[src/rtl/disp_hex_mux_n.sv]
// disp_hex_mux_n: time-multiplexed common-anode 7-segment driver.
// Each digit gets one slot of 2^REFRESH_BITS cycles. Inputs are captured
// once per frame into shadow registers, so a frame never shows a mix of
// old and new values. Brightness is a 3-bit PWM on the slot phase, and
// phase 0 is always dark so the anode switch is never visible as ghosting.
// Optional feature macro: LEADING_ZERO_BLANK_EN (blank leading zero digits).
`timescale 1ns/1ps
module disp_hex_mux_n #(
    parameter int NUM_DIGITS   = 4,
    parameter int REFRESH_BITS = 16,
    parameter int BLINK_BITS   = 24
) (
    input  logic                    clk,
    input  logic                    reset,
    input  logic [5*NUM_DIGITS-1:0] hex_in,
    input  logic [NUM_DIGITS-1:0]   dp_in,
    input  logic [NUM_DIGITS-1:0]   en_in,
    input  logic [NUM_DIGITS-1:0]   blink_in,
    input  logic [2:0]              bright,
    output logic [NUM_DIGITS-1:0]   an_out,
    output logic [7:0]              sseg_out,
    output logic [2:0]              digit_idx,
    output logic                    frame_tick
);

    localparam int         IDX_W = $clog2(NUM_DIGITS);
    localparam logic [2:0] LAST  = 3'(NUM_DIGITS - 1);

    logic [REFRESH_BITS-1:0]          sc;
    logic [BLINK_BITS-1:0]            blink_cnt;
    logic [2:0]                       bright_s;
    logic [NUM_DIGITS-1:0][4:0]       hex_s;
    logic [NUM_DIGITS-1:0]            dp_s;
    logic [NUM_DIGITS-1:0]            en_s;
    logic [NUM_DIGITS-1:0]            blink_s;

    logic [5*NUM_DIGITS-1:0]          hex_ld;
    logic [NUM_DIGITS-1:0]            en_ld;

    logic [IDX_W-1:0]                 cur;
    logic [2:0]                       phase;
    logic                             slot_end;
    logic                             frame_end;
    logic                             lit;
    logic [4:0]                       cur_code;
    logic [6:0]                       glyph;
    logic [NUM_DIGITS-1:0]            an_sel;

    assign cur       = digit_idx[IDX_W-1:0];
    assign phase     = sc[REFRESH_BITS-1 -: 3];
    assign slot_end  = (sc == '1);
    assign frame_end = slot_end && (digit_idx == LAST);
    assign cur_code  = hex_s[cur];

`ifdef LEADING_ZERO_BLANK_EN
    logic run;

    // Leading-zero blanking on the captured values: walking down from the top
    // digit, enabled zero digits become a blank glyph; such a digit stays lit
    // only to show its decimal point. Digit 0 is never touched.
    always_comb begin
        hex_ld = hex_in;
        en_ld  = en_in;
        run    = 1'b1;
        for (int unsigned i = NUM_DIGITS - 1; i >= 1; i--) begin
            if (run && en_in[i] && (hex_in[5*i +: 5] == 5'h00)) begin
                hex_ld[5*i +: 5] = 5'h12;
                en_ld[i]         = dp_in[i];
            end else begin
                run = 1'b0;
            end
        end
    end
`else
    assign hex_ld = hex_in;
    assign en_ld  = en_in;
`endif

    // Slot counter, digit index and free-running blink counter.
    always_ff @(posedge clk or negedge reset) begin
        if (!reset) begin
            sc        <= '0;
            digit_idx <= '0;
            blink_cnt <= '0;
        end else begin
            sc        <= sc + 1'b1;
            blink_cnt <= blink_cnt + 1'b1;
            if (slot_end) begin
                digit_idx <= (digit_idx == LAST) ? 3'd0 : digit_idx + 3'd1;
            end
        end
    end

    // Frame-coherent snapshot of digit inputs, brightness sampled per slot.
    always_ff @(posedge clk or negedge reset) begin
        if (!reset) begin
            hex_s      <= '0;
            dp_s       <= '0;
            en_s       <= '0;
            blink_s    <= '0;
            bright_s   <= '0;
            frame_tick <= 1'b0;
        end else begin
            frame_tick <= frame_end;
            if (slot_end) begin
                bright_s <= bright;
            end
            if (frame_end) begin
                hex_s   <= hex_ld;
                dp_s    <= dp_in;
                en_s    <= en_ld;
                blink_s <= blink_in;
            end
        end
    end

    // Lit decision: enabled, inside the PWM window, not in the blink-off half.
    always_comb begin
        lit = en_s[cur] && (phase != 3'd0) && (phase <= bright_s) &&
              !(blink_s[cur] && blink_cnt[BLINK_BITS-1]);
    end

    // Anode select for the current digit, active low.
    always_comb begin
        an_sel      = '1;
        an_sel[cur] = 1'b0;
    end

    // Glyph decode, segments a..g on bits 6..0, active low.
    always_comb begin
        case (cur_code)
            5'h00:   glyph = 7'b0000001;
            5'h01:   glyph = 7'b1001111;
            5'h02:   glyph = 7'b0010010;
            5'h03:   glyph = 7'b0000110;
            5'h04:   glyph = 7'b1001100;
            5'h05:   glyph = 7'b0100100;
            5'h06:   glyph = 7'b0100000;
            5'h07:   glyph = 7'b0001111;
            5'h08:   glyph = 7'b0000000;
            5'h09:   glyph = 7'b0000100;
            5'h0A:   glyph = 7'b0001000;
            5'h0B:   glyph = 7'b1100000;
            5'h0C:   glyph = 7'b0110001;
            5'h0D:   glyph = 7'b1000010;
            5'h0E:   glyph = 7'b0110000;
            5'h0F:   glyph = 7'b0111000;
            5'h10:   glyph = 7'b1000001;
            5'h11:   glyph = 7'b1111110;
            5'h12:   glyph = 7'b1111111;
            5'h13:   glyph = 7'b0001001;
            5'h14:   glyph = 7'b1100010;
            5'h15:   glyph = 7'b0011100;
            5'h16:   glyph = 7'b1111001;
            5'h17:   glyph = 7'b1001001;
            default: glyph = 7'b1111100;
        endcase
    end

    // Registered pin drivers, one cycle behind the slot state.
    always_ff @(posedge clk or negedge reset) begin
        if (!reset) begin
            an_out   <= '1;
            sseg_out <= 8'hFF;
        end else if (lit) begin
            an_out   <= an_sel;
            sseg_out <= {~dp_s[cur], glyph};
        end else begin
            an_out   <= '1;
            sseg_out <= 8'hFF;
        end
    end

endmodule

[config.mk]
export PLATFORM = sky130hd
export DESIGN_NAME = disp_hex_mux_n
export DESIGN_NICKNAME = d
export VERILOG_FILES = /design/src/rtl/disp_hex_mux_n.sv
export SDC_FILE = /design/constraint.sdc
export NUM_CORES = 1
export LEC_CHECK = 0
export CORE_AREA = 2 2 125 96
export DETAILED_ROUTE_END_ITERATION = 10
export DIE_AREA = 0 0 127 98
export RECOVER_POWER = 50
export SETUP_SLACK_MARGIN = 0.1
export SKIP_LAST_GASP = 1
export SLEW_MARGIN = 20
export SYNTH_ARGS = -nofsm -noshare
export SYNTH_HDL_FRONTEND = slang
export SYNTH_SLANG_ARGS = --single-unit
export TNS_END_PERCENT = 20
[constraint.sdc]
create_clock -name clk -period 5.2 [get_ports clk]
set_clock_uncertainty 0.2 [all_clocks]
set_input_delay 1.04 -clock clk [delete_from_list [all_inputs] [get_ports clk]]
set_output_delay 1.04 -clock clk [all_outputs]
set_load 0.03 [all_outputs]
==> summary.md, run 1 <==
| Metric | Value |
|---|---|
| Later-pin clock latency in the skew report | ~0.34 ns |
| Drt via density | about 4.9 |
| Placer congestion estimate | 0.867 |
| Drt drc | 0 |
| Tightest Pin Transition | 0.978 ns |
| CTS sink cnt | between 90 and 100 |
| Num CTS Buffers | 9 |
| Synth area leader | dfrtp_1 |
| Die area | 12,400 um^2 |
| Register area share after synthesis | a little over half |
| Average size of a mapped cell | 13.1 um^2 |
| Fmax | 0.312 GHz |
| Global-route wire length before repair | 13,500 um |
| Initial Util | between 30% and 40% |
| # Post-CTS Setup Buffers | 0 |
| Critical Path RT | 3.96 ns |
| Reg clk slew, reported paths | 0.07 ns |
| Total gr overflow | 0 |
| Slowest stage delay, CP | 0.82 ns |
| ANT cells | 0 |
| Crit-path cells | clkdlybuf4s50_1 |
| Final setup TNS | 0 ns |
| PwrDens | roughly 280 nW/um^2 |
| Die height | 98 um |
| Crit-path slowest cell | clkdlybuf4s50_1 |
| Main synth FF type | dfrtp_1 |
| Post-route minimum period | 3.21 ns |
| Routed WL | 7770 um |
| Antenna-violating nets left | 0 |
| Leakage | roughly 2.3 nW |
| Worst path arrival time | 1.97 ns |
| DR vias | 2,624 |
| Worst VDD drop | 0.162 mV |
| Placed insts | 521 |
| NumNets Final | between 400 and 500 |
| Mapped Area | between 4000 and 5000 um^2 |
| Detailed Place HPWL | 5420 um |
| CTS tree | done |
| CTS root buf | clkbuf_16 |
| FF-to-FF setup slack | 2.42 ns |
| Min Hold Slack | 0.266 ns |
| Period Utilization, post-route | 61.7% |
| Most common cell after layout, fill and taps aside | dfrtp_1 |
| Crit start category | flop |
| Synth unique cells | 44 |
| RSZ-0062 raised after global routing | no |
| Top delay family on crit path | buffers and inverters |
| Status | complete, no violations |
| Drt wl/cell | 14.5 um |
| Vias in the first global route | 2,683 |
| CTS H-tree lvls | 3 |
| Cell Count, Final, Fillers Out | roughly 540 |
| Die width | roughly 130 um |
| Post-CTS Resized | 0 |
| Max-slew headroom | 34.2% |
| Commonest non-fill, non-tap cells in the layout | 79 x dfrtp_1, 51 x clkdlybuf4s50_1, 29 x mux2_4 |
| Max Slew Vio Count | 0 |
| Ratio of cells with drive above 1 in the final layout | 19.1% |
| DP Worst Slack | 2.30 ns |
| Post-Syn Nets | 387 |
| PortBufs | 52 |
| Largest net degree at the start of global routing | 62 |
| Antenna violations before repair | 0 |
| Mapped Cells | 335 |
| Pre-antenna DRT Iters | 4 |
| Post-CTS Hold Buffers | 0 |
| Core Region | between 10,000 and 15,000 um^2 |
| Crit path buffers/inverters | 1 |
| Ys Warns | 0 |
| CTS max path bufs | 2 |
| Final hold violations | 0 |
| #FFs+latches synth | 91 |
| Ranking of synthesized cells by area | dfrtp_1 45%, mux2_4 9.9%, dfstp_2 7.2% |
| Post-synth ARST share | 100% |
| CP max FO | 14 |
| Endpoints failing setup | 0 |
| PnR worst setup slack | about 2 ns |
| Area growth syn-to-layout | 19.9% |
| First DRT Iteration DRCs | between 200 and 250 |
| # IOs | 53 |
| Post-synth top area share | 45.0% |
| Setup crit end kind | primary output |
| Total GRT Usage | 13.6% |
| Hold crit path type | flop to flop |
| Max Cap Viol | 0 |
| Number of flops mapped to enable cells by yosys | 0 |
| Critical Setup Path Class | flop to primary output |
| FP Rows | 34 |
==> stage by stage <==
stage,util [%],instance area [um^2],power (W)
2_1_floorplan,-,4400,0.000722
3_3_place_gp,44.0,4980,0.000765
3_5_place_dp,44.0,4980,0.000766
4_1_cts,46.9,5310,0.00148
5_1_grt,46.6,5270,0.00151
6_report,46.6,5270,0.00145
==> cell families (layout without fill, tap and decap cells) <==
kind of cell	Yosys count	after routing	synth area share, %
buffers and inverters	27	85	4.13
DFF	91	91	52.1
xor gates and xnor gates	36	36	7.17
adders and majority gates	15	15	4.27
and+or+nand+nor	86	86	10.9
muxes	48	48	16.6
AOI/OAI and AO/OA	32	32	4.75
==> worst paths after layout <==
kind | cells past startpoint | end | from
max | 1 | digit_idx[0] | digit_idx[0]
min | 1 | blink_cnt[16] | blink_cnt[16]
max reg2reg | 7 | sseg_out[1] | digit_idx[0]
min reg2reg | 1 | blink_cnt[16] | blink_cnt[16]
max in group asynchronous | 2 | bright_s[0] | reset
min in group asynchronous | 1 | hex_s[15] | reset
==> cells in the mapped netlist (3+ instances only) <==
| cell | instances |
|---|---|
| buf_12 | 3 |
| or3_1 | 3 |
| ha_1 | 15 |
| mux2i_1 | 6 |
| xor2_1 | 11 |
| o21ai_0 | 12 |
| and4_1 | 3 |
| dfstp_2 | 12 |
| dfrtp_1 | 79 |
| nand3_1 | 16 |
| a21oi_1 | 6 |
| nand2_1 | 22 |
| and3_1 | 7 |
| mux4_2 | 8 |
| mux2_2 | 5 |
| nor2_1 | 13 |
| mux2_4 | 29 |
| buf_2 | 4 |
| xnor2_1 | 25 |
| nor2b_1 | 5 |
| inv_1 | 16 |
| nand4_1 | 7 |
==> power by group <==
part / leakage [nW] / internal (W) / total [W] / switching, W
clock network: 0.155 / 0.000434 / 0.000699 / 0.000266
registers: 1.19 / 0.000708 / 0.000708 / 0
logic: 0.970 / 0.0000243 / 0.0000424 / 0.0000181
total: 2.32 / 0.00117 / 0.00145 / 0.000284
==> sequential cells by signal, summed over array words and instances, names as in the netlist <==
signal	cells
hex_s	20
sc	16
en_s	4
an_out	4
blink_s	4
sseg_out	8
bright_s	3
dp_s	4
blink_cnt	24
digit_idx	3
frame_tick	1
==> per-layer routing <==
metal | vias up | GRT usage (%) | share of wire [%]
met2 | 47 | 20.8 | 45
met5 | - | 0 | 0
met3 | 16 | 4.44 | 4.2
li1 | 1287 | - | -
met1 | 1274 | 18.2 | 48
met4 | 0 | 5.07 | 2.1
==> layout make-up <==
cell class,count,area (um^2)
fill,1017,6040
sequential,91,2290
multi-input combinational,217,1890
timing repair buffer,53,526
clock buffer,10,239
tap,144,180
clock inverter,6,88.8
inverter,16,60.1
Power figures use the tool's default switching activity.
==> run 2: changes to the inputs <==
==> constraint.sdc (replaced) <==
create_clock -name clk -period 3.1 [get_ports clk]
set_clock_uncertainty 0.2 [all_clocks]
set_input_delay 0.62 -clock clk [delete_from_list [all_inputs] [get_ports clk]]
set_output_delay 0.62 -clock clk [all_outputs]
set_load 0.03 [all_outputs]
==> run 2 against run 1 <==
Effect of this change: the run now ends with capacitance limit, slew limit left; non-clock buffer count increased by 5; highest routed layer unchanged; largest power group unchanged; clock power increased by 55%; flip-flop and latch count unchanged; hold slack got worse by 0.0043 ns; die area unchanged; cell area increased by 1.2%; critical endpoint unchanged.
==> summary.md, run 2 (same netlist as run 1, synthesis figures left out) <==
| Metric | Value |
|---|---|
| First DRT Iteration DRCs | 164 (-26%) |
| Global-route wire length before repair | 13,600 um (+0.97%) |
| Most common cell after layout, fill and taps aside | dfrtp_1 |
| Crit start category | flop |
| Die height | 98 um (unchanged) |
| Failing checks | capacitance limit, slew limit |
| NumNets Final | 445 (+1.1%) |
| Post-route minimum period | 2.57 ns |
| Total GRT Usage | 13.7% (+0.042 points) |
| Die width | 127 um (unchanged) |
| PwrDens | 440 nW/um^2 (+60%) |
| Min Hold Slack | 0.262 ns (-0.00432 ns) |
| ANT cells | 0 (unchanged) |
| CTS tree | done |
| Drt drc | 0 (unchanged) |
| Drt via density | 4.89 (about the same) |
| Worst path arrival time | 1.75 ns (-0.22 ns) |
| FF-to-FF setup slack | 0.63 ns (-1.79 ns) |
| # IOs | 53 (unchanged) |
| PortBufs | 52 (unchanged) |
| Largest regs | blink_cnt x24, hex_s x20, sc x16 |
| Post-CTS Hold Buffers | 0 (unchanged) |
| Leakage | 2.35 nW (+1.3%) |
| RSZ-0062 raised after global routing | no |
| Antenna violations before repair | 0 (unchanged) |
| Commonest non-fill, non-tap cells in the layout | 79 x dfrtp_1, 51 x clkdlybuf4s50_1, 29 x mux2_4 |
| Max Slew Vio Count | 39 (+39) |
| Later-pin clock latency in the skew report | 0.33 ns (about the same) |
| Worst VDD drop | 0.259 mV (+60%) |
| Routed WL | 7780 um (+0.10%) |
| Antenna-violating nets left | 0 (unchanged) |
| DP Area | 5030 um^2 (+1.0%) |
| DR vias | 2,651 (+1.0%) |
| Ratio of cells with drive above 1 in the final layout | 20.9% (+1.8 points) |
| Max Cap Viol | 1 (+1) |
| Largest register FFs | 24 (unchanged) |
| Detailed Place HPWL | 5570 um (+2.7%) |
| Fmax | 0.388 GHz |
| CTS sink cnt | 91 (unchanged) |
| Setup crit end kind | primary output |
| Num CTS Buffers | 9 (unchanged) |
| Largest net degree at the start of global routing | 40 (-35%) |
| Tightest Pin Transition | 2.15 ns (+1.17 ns) |
| Die area | 12,400 um^2 (unchanged) |
| Final instance area | 5340 um^2 (+1.2%) |
| Reg clk slew, reported paths | 0.07 ns (about the same) |
| CTS root buf | clkbuf_16 |
| Vias in the first global route | 2,791 (+4.0%) |
| Initial Util | 38.9% (unchanged) |
| Drt wl/cell | 14.3 um (-0.82%) |
| Post-CTS Resized | 0 (unchanged) |
| FP Rows | 34 (unchanged) |
| Max-slew headroom | -43.5% (-78 points) |
| Final hold violations | 0 (unchanged) |
| Period Utilization, post-route | just over 80% |
| Endpoints failing setup | 0 (unchanged) |
| CTS max path bufs | 2 (unchanged) |
| Placer congestion estimate | 0.783 (-9.7%) |
| CTS H-tree lvls | 3 (unchanged) |
| Total gr overflow | 0 (unchanged) |
| Pre-antenna DRT Iters | 4 (unchanged) |
| # Post-CTS Setup Buffers | 0 (unchanged) |
| Critical Setup Path Class | flop to primary output |
| Final setup TNS | 0 ns (unchanged) |
| Largest Register | blink_cnt |
| Hold crit path type | flop to flop |
| Status | complete, but fails checks |
| Critical Path RT | 2.28 ns (-1.68 ns) |
| Area growth syn-to-layout | 21.4% |
| CP max FO | 12 (-2) |
| Core Region | 11,300 um^2 (unchanged) |
==> run 2: final timing paths <==
check                        startpoint       endpoint  cells past startpoint
setup / recovery           digit_idx[0]   digit_idx[0]                      2
min in group asynchronous         reset       hex_s[0]                      1
setup reg to reg                  sc[0]        en_s[0]                      5
hold / removal                    sc[4]          sc[4]                      1
hold reg to reg                   sc[4]          sc[4]                      1
max in group asynchronous         reset  blink_cnt[12]                      2
==> run 2: cell type report <==
class                           count  area (um^2)
Inverter                           16         60.1
Tap cell                          144          180
Multi-Input combinational cell    217         1920
Clock buffer                       12          278
Sequential cell                    91         2290
Clock inverter                      4         31.3
Timing Repair Buffer               58          572
Fill cell                        1003         5980
==> run 2: per-layer routing <==
layer  share of wire, %  up-vias  global-route usage, %  routed length, um
li1                   -     1288                      -                  -
met1                 49     1318                   18.6               3790
met2                 47       36                   21.3               3620
met3                3.5        9                   3.95                273
met4                1.1        0                   4.06                 88
met5                  0        -                      0                  0
==> run 2: metrics by stage <==
stage                     worst slack [ns]  power (W)  utilization [%]  instances
after floorplan                      0.548    0.00121                -        335
after global placement               0.680    0.00129             44.5        526
after detailed placement             0.609    0.00129             44.5        526
after CTS                            0.489    0.00238             47.2        542
after global routing                 0.329    0.00244             47.2        542
final                                0.526    0.00235             47.2        542
==> run 2: where the power goes <==
part	internal (W)	total (W)	switching (W)
sequential	0.00119	0.00119	0
clock	0.000637	0.00108	0.000447
combinational	0.0000431	0.0000747	0.0000316
==> run 2: critical path, cell delays in order (launching register included) <==
cell and delay, ns:
dfrtp_1 0.43, buf_4 0.28, clkdlybuf4s50_1 0.71
==> run 3: changes to the inputs <==
==> constraint.sdc (replaced) <==
create_clock -name clk -period 2.6 [get_ports clk]
set_clock_uncertainty 0.2 [all_clocks]
set_input_delay 0.52 -clock clk [delete_from_list [all_inputs] [get_ports clk]]
set_output_delay 0.52 -clock clk [all_outputs]
set_load 0.03 [all_outputs]
==> run 3 against run 2 <==
Effect of this change: non-clock buffer count grew 4; clock power grew 21%; critical path depth grew 4; the flow now finishes without violations; cell area grew 0.16%; critical endpoint is now en_s[1].
==> summary.md, run 3 (same netlist as run 1, synthesis figures left out) <==
| Metric | Value |
|---|---|
| Status | complete, no violations |
| Initial Util | 38.9% (unchanged) |
| # IOs | 53 (unchanged) |
| GR Util met3 | 5.32% (+1.4 points) |
| M2 GR Usage | 23.6% (+2.2 points) |
| Num CTS Buffers | 9 (unchanged) |
| ANT cells | 0 (unchanged) |
| Drt wl/cell | 14.9 um (+4.1%) |
| Max Cap Viol | 0 (-1) |
| Later-pin clock latency in the skew report | 0.34 ns (about the same) |
| CTS tree | done |
| Max Slew Vio Count | 0 (-100%) |
| Fmax | 0.422 GHz |
| Area growth syn-to-layout | 21.6% |
| Final setup TNS | 0 ns (unchanged) |
| CTS root buf | clkbuf_16 |
| Tightest Pin Transition | 0.867 ns (-1.29 ns) |
| Detailed Place HPWL | 5850 um (+5.1%) |
| Largest register FFs | 24 (unchanged) |
| Global-route wire length before repair | 14,200 um (+4.2%) |
| Pre-antenna DRT Iters | 4 (unchanged) |
| Drt via density | 4.90 (+0.13%) |
| Placer congestion estimate | 0.808 (+3.1%) |
| Period Utilization, post-route | 91.1% |
| GR peak layer | met2 |
| DR vias | 2,674 (+0.87%) |
| Ratio of cells with drive above 1 in the final layout | 20.9% (+0.041 points) |
| Critical Path RT | 2.62 ns (+0.34 ns) |
| Crit start category | flop |
| Commonest non-fill, non-tap cells in the layout | 78 x dfrtp_1, 50 x clkdlybuf4s50_1, 29 x mux2_4 |
| Largest regs | blink_cnt x24, hex_s x20, sc x16 |
| PwrDens | 526 nW/um^2 (+20%) |
| Die width | 127 um (unchanged) |
| Met1 Use GR | 18.7% (+0.12 points) |
| RSZ-0062 raised after global routing | no |
| PortBufs | 52 (unchanged) |
| CP max FO | 30 (+18) |
| Die area | 12,400 um^2 (unchanged) |
| Reg clk slew, reported paths | 0.06 ns (about the same) |
| FP Rows | 34 (unchanged) |
| Total GRT Usage | 14.5% (+0.88 points) |
| First DRT Iteration DRCs | 168 (+2.4%) |
| Leakage | 2.39 nW (+1.8%) |
| Worst path arrival time | 2.39 ns (+0.64 ns) |
| Drt drc | 0 (unchanged) |
| CTS sink cnt | 91 (unchanged) |
| Vias in the first global route | 2,879 (+3.2%) |
| Core Region | 11,300 um^2 (unchanged) |
| Setup crit end kind | flop |
| CTS max path bufs | 2 (unchanged) |
| Final hold violations | 0 (unchanged) |
| Critical Setup Path Class | flop to flop |
| Total Power | 0.00281 W (+20%) |
| Total gr overflow | 0 (unchanged) |
| Antenna-violating nets left | 0 (unchanged) |
| Most common cell after layout, fill and taps aside | dfrtp_1 |
| Largest net degree at the start of global routing | 47 (+18%) |
| Post-route minimum period | 2.37 ns |
| Worst VDD drop | 0.290 mV (+12%) |
| CTS H-tree lvls | 3 (unchanged) |
| Max-slew headroom | 42.2% (+86 points) |
| Largest Register | blink_cnt |
| NumNets Final | 449 (+0.90%) |
| Antenna violations before repair | 0 (unchanged) |
| Die height | 98 um (unchanged) |
| Endpoints failing setup | 0 (unchanged) |
| Hold crit path type | flop to flop |
| Routed WL | 8160 um (+4.9%) |
## run 3: path summary, 6_finish.rpt
kind,startpoint,end,slack (ns),depth (start not counted)
worst max-delay path,sc[0],en_s[1],0.23,6
worst min-delay path,sc[4],sc[4],0.26,1
worst max register to register,sc[0],en_s[1],0.23,6
worst min register to register,sc[4],sc[4],0.26,1
max in group asynchronous,reset,blink_cnt[17],0.36,3
min in group asynchronous,reset,digit_idx[0],0.63,2
## run 3: power by group
part           switching, W  internal, W  leakage (nW)
Sequential                0      0.00142          1.19
Clock              0.000517     0.000790         0.149
Combinational     0.0000390    0.0000496          1.05
Total              0.000556      0.00226          2.39
## run 3: cell type report
type | instances | area, um^2
Fill cell | 993 | 5970
Timing Repair Buffer | 62 | 604
Tap cell | 144 | 180
Multi-Input combinational cell | 217 | 1900
Clock inverter | 5 | 51.3
Inverter | 16 | 60.1
Sequential cell | 91 | 2290
Clock buffer | 11 | 253
## run 3: layer usage
metal	vias up	wire length, um
li1	1298	-
met1	1324	3870
met2	45	3870
met3	7	361
met4	0	63
met5	-	0
## run 3: metrics by stage
stage	hold WS (ns)	instance area, um^2	setup WS [ns]	util, %	std cells
after global placement	0.256	5070	0.292	44.8	529
after CTS	0.270	5380	0.116	47.6	546
after floorplan	0.0244	4400	0.166	-	335
after global routing	0.294	5350	0.0755	47.2	546
after detailed placement	0.256	5070	0.264	44.8	529
final	0.264	5350	0.231	47.2	546
## run 3: repair_timing
item / CTS / global route
hold endpoints to repair: 22 / 0
buffers inserted: 0 / 0
resized for setup: 0 / 1
hold buffers: 1 / 0
setup endpoints to repair: 0 / 1
## run 3: worst max-delay path, cell delays in order (launching register included)
cell	delay (ns)
dfrtp_1	0.39
ha_1	0.22
and3_1	0.25
and4_4	0.32
and3_4	0.26
buf_12	0.24
mux2_2	0.36
